### config.mk
export PLATFORM = sky130hd
export DESIGN_NAME = imem_seq_ctrl
export DESIGN_NICKNAME = d
export VERILOG_FILES = /design/src/rtl/imem_seq_ctrl.sv
export SDC_FILE = /design/constraint.sdc
export NUM_CORES = 1
export LEC_CHECK = 0
export CORE_ASPECT_RATIO = 1.4
export CORE_MARGIN = 2
export CORE_UTILIZATION = 42
export CTS_CLUSTER_DIAMETER = 100
export DETAILED_ROUTE_END_ITERATION = 8
export PLACE_DENSITY = 0.9
export SLEW_MARGIN = 15
export SYNTH_ARGS = -nofsm -noshare
export SYNTH_HDL_FRONTEND = slang
export SYNTH_SLANG_ARGS = --single-unit
### constraint.sdc
create_clock -name clk -period 2.5 [get_ports clk]
set_input_delay 0.5 -clock clk [delete_from_list [all_inputs] [get_ports clk]]
set_output_delay 0.5 -clock clk [all_outputs]
set_load 0.02 [all_outputs]
### src/rtl/imem_seq_ctrl.sv
// imem_seq_ctrl: loads a program into an external instruction memory, then
// sequences execution through it. The sequencer tracks the pc, applies
// stalls and branches, and halts at the program end or on a bad branch.
// Optional build macro: IMEM_SEQ_CHECKSUM_EN adds a running modular sum of
// the loaded words on load_csum. Without the macro, load_csum is tied to 0.
module imem_seq_ctrl #(
  parameter int PC_WIDTH  = 16,
  parameter int ISA_WIDTH = 16
) (
  input  logic                 clk,
  input  logic                 rst_n,
  // program load
  input  logic                 load_start,
  input  logic                 load_valid,
  input  logic [ISA_WIDTH-1:0] load_data,
  input  logic                 load_last,
  output logic                 load_ready,
  // execution control
  input  logic                 run_start,
  input  logic                 halt_req,
  input  logic                 stall,
  input  logic                 br_taken,
  input  logic [PC_WIDTH-1:0]  br_target,
  // memory side
  output logic                 mem_wen,
  output logic [PC_WIDTH-1:0]  mem_addr,
  output logic [ISA_WIDTH-1:0] mem_wdata,
  input  logic [ISA_WIDTH-1:0] mem_rdata,
  // status
  output logic [ISA_WIDTH-1:0] inst_out,
  output logic                 inst_valid,
  output logic [PC_WIDTH-1:0]  pc,
  output logic [PC_WIDTH:0]    prog_len,
  output logic [1:0]           state,
  output logic                 br_err,
  output logic [ISA_WIDTH-1:0] load_csum
);

  localparam logic [1:0] ST_IDLE = 2'd0;
  localparam logic [1:0] ST_LOAD = 2'd1;
  localparam logic [1:0] ST_RUN  = 2'd2;
  localparam logic [1:0] ST_HALT = 2'd3;

  localparam logic [PC_WIDTH-1:0] PC_ONE  = {{(PC_WIDTH-1){1'b0}}, 1'b1};
  localparam logic [PC_WIDTH:0]   LEN_ONE = {{PC_WIDTH{1'b0}}, 1'b1};

  logic [1:0]          state_q, state_d;
  logic [PC_WIDTH-1:0] pc_q, pc_d;
  logic [PC_WIDTH-1:0] laddr_q, laddr_d;
  logic [PC_WIDTH:0]   prog_len_q, prog_len_d;
  logic                br_err_q, br_err_d;

  // Next-state logic for the sequencer and the memory/status outputs.
  always_comb begin
    state_d    = state_q;
    pc_d       = pc_q;
    laddr_d    = laddr_q;
    prog_len_d = prog_len_q;
    br_err_d   = br_err_q;
    load_ready = 1'b0;
    mem_wen    = 1'b0;
    mem_addr   = pc_q;
    mem_wdata  = '0;
    inst_out   = '0;
    inst_valid = 1'b0;

    case (state_q)
      ST_IDLE, ST_HALT: begin
        // A load request takes precedence over a run request.
        if (load_start) begin
          state_d    = ST_LOAD;
          laddr_d    = '0;
          prog_len_d = '0;
          br_err_d   = 1'b0;
        end else if (run_start && (prog_len_q != '0)) begin
          state_d  = ST_RUN;
          pc_d     = '0;
          br_err_d = 1'b0;
        end
      end

      ST_LOAD: begin
        load_ready = 1'b1;
        if (load_valid) begin
          mem_wen    = 1'b1;
          mem_addr   = laddr_q;
          mem_wdata  = load_data;
          laddr_d    = laddr_q + PC_ONE;
          prog_len_d = prog_len_q + LEN_ONE;
          // Finish on the marked last word, or when the address space is full.
          if (load_last || (&laddr_q)) begin
            state_d = ST_IDLE;
          end
        end
      end

      ST_RUN: begin
        inst_out   = mem_rdata;
        inst_valid = !stall;
        if (halt_req) begin
          state_d = ST_HALT;
        end else if (stall) begin
          pc_d = pc_q;
        end else if (br_taken) begin
          if ({1'b0, br_target} < prog_len_q) begin
            pc_d = br_target;
          end else begin
            state_d  = ST_HALT;
            br_err_d = 1'b1;
          end
        end else if ({1'b0, pc_q} == (prog_len_q - LEN_ONE)) begin
          state_d = ST_HALT;
        end else begin
          pc_d = pc_q + PC_ONE;
        end
      end

      default: state_d = ST_IDLE;
    endcase
  end

  // State registers; reset discards any load or run in progress.
  always_ff @(posedge clk or negedge rst_n) begin
    if (!rst_n) begin
      state_q    <= ST_IDLE;
      pc_q       <= '0;
      laddr_q    <= '0;
      prog_len_q <= '0;
      br_err_q   <= 1'b0;
    end else begin
      state_q    <= state_d;
      pc_q       <= pc_d;
      laddr_q    <= laddr_d;
      prog_len_q <= prog_len_d;
      br_err_q   <= br_err_d;
    end
  end

`ifdef IMEM_SEQ_CHECKSUM_EN
  logic [ISA_WIDTH-1:0] csum_q, csum_d;

  // Running sum of accepted load words, restarted whenever a load begins.
  always_comb begin
    csum_d = csum_q;
    if (((state_q == ST_IDLE) || (state_q == ST_HALT)) && load_start) begin
      csum_d = '0;
    end else if ((state_q == ST_LOAD) && load_valid) begin
      csum_d = csum_q + load_data;
    end
  end

  // Checksum register.
  always_ff @(posedge clk or negedge rst_n) begin
    if (!rst_n) begin
      csum_q <= '0;
    end else begin
      csum_q <= csum_d;
    end
  end

  assign load_csum = csum_q;
`else
  assign load_csum = '0;
`endif

  assign pc       = pc_q;
  assign prog_len = prog_len_q;
  assign state    = state_q;
  assign br_err   = br_err_q;

endmodule

Word level (Yosys, flattened, before mapping)
Index checks and enable logic that the tools add are counted.
Storage, ports and cells
  bits in registers: 52
Operators by class
  eq/ne operators: 19
  multiplexer cells: 40
  reduce and logical (&&, ||, !) cells: 13
  add/sub/neg operators: 4
  $lt $le $gt $ge: 1
Operators with widths (count)
  two-way mux 16 bit: 14
  one-hot mux 16 bit (2 select lines): 2
  two-way mux 17 bit: 2
  one-hot mux 17 bit (2 select lines): 1
  adder 16 x 1 -> 16 bit, second input constant: 2
  two-way mux 2 bit: 9
  inequality test 2 bit, second input constant: 9
  adder 17 x 1 -> 17 bit, second input constant: 1
  == test 16 x 17 -> 1 bit: 1
  < comparator 16 x 17 -> 1 bit: 1
  nonzero test 17 bit: 1
  subtractor 17 x 1 -> 17 bit, second input constant: 1
  AND reduction 16 bit: 1
  inequality test 3 bit, second input constant: 4
  AND reduction 6 bit: 2
  two-way mux 1 bit: 10
  inequality test 4 bit, second input constant: 2
  AND reduction 7 bit: 1
  one-hot mux 2 bit (3 select lines): 1
  == test 2 bit, second input constant: 2
  nonzero test 2 bit: 2
  AND reduction 3 bit: 1
  == test 2 x 1 -> 1 bit, second input constant: 1
  zero test 2 bit: 1
  other kinds (5): 5

Depth between registers and ports, before layout
  depth in word-level cells: 7
  mapped depth: 13

Least setup slack after synthesis
OpenSTA, ideal clock, no wires.
  path type: register to register
  start: register prog_len_q[0], in the netlist prog_len[0]
  end: register pc_q[8], in the netlist pc[8]
  arrival time: 2.681 ns
  setup slack: -0.307 ns
  clock period less this slack: 2.807 ns
  data required time: 2.374 ns
  cell stages (with the launch flop): 13
  path buffers: 2
  path through: dfrtp_1 > clkbuf_1 > inv_1 > ha_1 > xnor3_1 > and4_1 > nor4_1 > nor4_1 > nand4_1 > a211oi_2 > buf_6 > nor4_1 > o32a_1
On the way
  word-level cells in the longest chain between the ends: 4
  elaborated cells on any way between the ends: 9
  those cells by class: add/sub: 1; order compare: 1; eq/ne: 4; reduce/logical: 3
RTL lines
  from (decl): line 50  | logic [PC_WIDTH:0] prog_len_q, prog_len_d;
  from (signal assigned): line 134  | prog_len_q <= prog_len_d;
  subtractor 17 x 1 -> 17 bit or nonzero test 17 bit (tied branches): line 111, 75
  == test 16 x 17 -> 1 bit or logical AND 1 bit (tied branches): line 111, 75
  inequality test 3 bit (no source line) or inequality test 2 bit (tied branches)
  AND reduction 7 bit (no source line) (*)
  to (signal assigned): line 132  | pc_q <= pc_d;
  to (decl): line 48  | logic [PC_WIDTH-1:0] pc_q, pc_d;
Every way passes the cells marked *; elsewhere a longest branch is shown, timed or not.
A chain may end at the register's enable or synchronous reset.

Final worst setup path
  start: register prog_len_q[9], in the netlist prog_len[9]
  end: register pc_q[2], in the netlist pc[2]
The elaborated chain is that of the path after synthesis.

==> summary.md <==
| Metric | Value |
|---|---|
| Clk Latency, worst-skew pair | `0.30 ns` |
| Area leader, netlist | `dfrtp_1` |
| Number of library cell types mapped by synthesis | `70` |
| Clock Root Buffer | `clkbuf_16` |
| Sw Share | `44.2%` |
| Crit path kind | `flop to flop` |
| Most frequent cells in the layout | `buf_4, clkdlybuf4s50_1, nor2_1` |
| Post-Layout Inst Area | `0.00742 mm²` |
| CP endpoint kind | `flop` |
| HPWL after DPL | `13200 µm` |
| Longest Clk Path Bufs | `2` |
| Fin nets | `slightly below 900` |
| Crit share post-route | `112%` |
| Max-cap violation count | `0` |
| Most common cell after layout, fill and taps aside | `buf_4` |
| Leak Pwr | `3.53 nW` |
| Fin. max-slew vios | `0` |
| Largest net degree at the start of global routing | `33` |
| Number of global-route vias before repair | `5460` |
| First-pass GRT wire length | `~27000 µm` |
| Tmin final | `2.80 ns` |
| ANT nets after route | `0` |
| Failing checks | `negative setup slack` |
| Initial antenna violation count | `0` |
| Final setup vio count | `18` |
| Reg2Reg Depth | `11` |
| Cell Int Power | `4.17 mW` |
| Ys async rst share | `100%` |
| Critical Path RT | `2.71 ns` |
| DRC | `0` |
| WL final | `17300 µm` |
| CTS tree | `yes` |
| Antenna diodes | `0` |
| Sink Count | `52` |
| PwrDens | `1010 mW/mm²` |
| Synth Register Bits | `52` |
| Avg Cell Area, Syn | `between 8 and 9 µm²` |
| Comb pwr share | `between 60% and 70%` |
| EDFF count, synth | `0` |
| Worst clock skew | `0.00397 ns` |
| Die area | `around 0.012 mm²` |
| Fillers | `869` |
| H-tree depth | `2` |
| Hold WC Path Type | `input port to async pin` |
| Status | `finished with violations` |
| Sequential share of the synthesized area | `roughly 28%` |
| Final hold viol count | `0` |
| Synth top area share | `approximately 28%` |
| Synth warnings | `0` |
| Slew @ Worst Pin | `between 0.5 and 0.6 ns` |
| Core footprint | `between 0.01 and 0.015 mm²` |
| Share of layout cells above drive strength 1 | `approximately a quarter` |
| Maximum fanout along the worst path | `13` |
| Layout overhead on the synthesized area | `59.7%` |
| Port-buffer cells | `between 100 and 150` |
| I/O pins | `160` |
| Clock slew at reported path FFs | `around 0.07 ns` |
| Crit path launch type | `flop` |
| Setup TNS | `-4.30 ns` |
| CP Data Arrival Time | `3.01 ns` |
| DR pass1 iterations | `6` |
| Final setup margin | `-0.300 ns` |
| Sequential Power Share | `between 15 and 20%` |
| DR iter-0 viols | `around 400` |
| Post-DR wirelength/cell | `18.2 µm` |
| Vias per std cell | `around 5.6` |
| Max_slew headroom | `roughly 65%` |
| Reg2reg end | `pc[2]` |
| Net Switching | `between 3 and 4 mW` |
| Synth Instances | `568` |
| Launch point of the critical path | `prog_len[9]` |
| Gr ovfl total | `0` |
| Placed cell areas | `between 0.006 and 0.007 mm²` |
| Initial Utilization | `~43%` |
| Clock network fraction of design power | `about 14%` |
| CTS Buf Count | `5` |
| FF-to-FF setup slack | `-0.30 ns` |
| Main synth FF type | `dfrtp_1` |
| Overall Global Routing Usage | `28.7%` |
| DR vias | `about 5300` |
| Crit path capture | `pc[2]` |
| Core Rows | `45` |
| Reg2reg start | `prog_len[9]` |
| Fmax | `357 MHz` |
| Die Y | `128 µm` |
| Synth top area cells | `dfrtp_1, ha_1, xnor2_1` |
| Die Wd | `92.9 µm` |
| RSZ-0062 raised after global routing | `true` |
| Peak VDD IR | `approximately 0.0006 V` |
| Post-synthesis cell area | `0.00465 mm²` |
| Global placer's final weighted congestion | `0.976` |
cell families after synthesis:
family | Yosys count | share of synthesized area [%]
xor gates and xnor gates | 47 | 9.16
buffers and inverters | 84 | 8.81
adders and majority gates | 21 | 5.66
and+or+nand+nor | 224 | 25.6
other | 1 | 0.0807
muxes | 18 | 4.31
AOI/OAI and AO/OA | 121 | 18.4
DFF | 52 | 28.0
worst min-delay path by stage:
stage                from            to  slack (ns)
floorplan           rst_n        br_err        0.20
global placement    rst_n  prog_len[14]        0.49
detailed placement  rst_n  prog_len[16]        0.50
CTS                 rst_n  prog_len[14]        0.18
global route        rst_n  prog_len[16]        0.21
finish              rst_n  prog_len[15]        0.17
stage by stage:
step	total power, mW	setup WS [ns]	hold WS [ns]	instances	util [%]
3_3_place_gp	5.96	-0.630	0.490	928	64.2
2_1_floorplan	3.89	-0.226	0.204	583	-
5_1_grt	7.83	-0.399	0.208	946	68.6
3_5_place_dp	6.05	-0.672	0.502	928	64.2
4_1_cts	7.28	-0.271	0.182	944	67.8
6_report	7.46	-0.300	0.168	946	68.6
power groups by stage:
stage / clock (mW) / combinational (mW) / sequential [mW]
global route: 1.04 / 5.46 / 1.32
CTS: 1.01 / 4.98 / 1.29
detailed placement: 0 / 4.75 / 1.29
floorplan: 0 / 2.50 / 1.39
finish: 1.01 / 5.15 / 1.30
global placement: 0 / 4.68 / 1.28
layout make-up:
class                      instances  area (µm²)  area share (%)
clock buffer                       5         125            1.69
timing repair buffer             271        2420            32.6
clock inverter                     3        90.1            1.21
inverter                          27         101            1.37
tap                              141         176            2.38
multi-input combinational        447        3200            43.1
sequential                        52        1310            17.6
state kept, by name, summed over array words and instances (netlist names):
name      flops
br_err        1
laddr_q      16
pc           16
state         2
prog_len     17
layer usage:
| layer | wire (µm) | GRT usage, % | vias to the layer above |
|---|---|---|---|
| li1 | - | - | 2474 |
| met1 | 6640 | 33.1 | 2544 |
| met2 | 8860 | 50.9 | 255 |
| met3 | 854 | 3.45 | 70 |
| met4 | 903 | 16.5 | 0 |
| met5 | 0 | 0 | - |
worst max-delay path, cell delays in order, from the launching register on:
cell and delay [ns]:
dfrtp_2 0.40, or4_4 0.57, and4b_2 0.34, buf_6 0.11, xnor2_2 0.10, nand2_1 0.08, o311ai_2 0.07, a211oi_2 0.12
buf_4 0.17, o31a_4 0.37, buf_12 0.16, o31ai_2 0.21
synthesized netlist by cell type, types with 18 or more instances:
cell / n
a21oi_1: 24
and2_1: 18
and3_1: 20
clkbuf_1: 30
dfrtp_1: 52
ha_1: 21
inv_1: 26
nand2_1: 35
nand3_1: 22
nor2_1: 52
o211ai_1: 19
o21ai_0: 21
xnor2_1: 29
what timing repair did:
| action | in CTS | in global routing |
|---|---|---|
| endpoints found under the setup margin | 52 | 47 |
| gates cloned | 1 | 0 |
| gates resized for setup | 75 | 21 |
| buffers inserted | 7 | 2 |
| pin swaps | 18 | 7 |
| hold buffers | 0 | 0 |
Note: power is estimated with default switching activity, not from simulation.
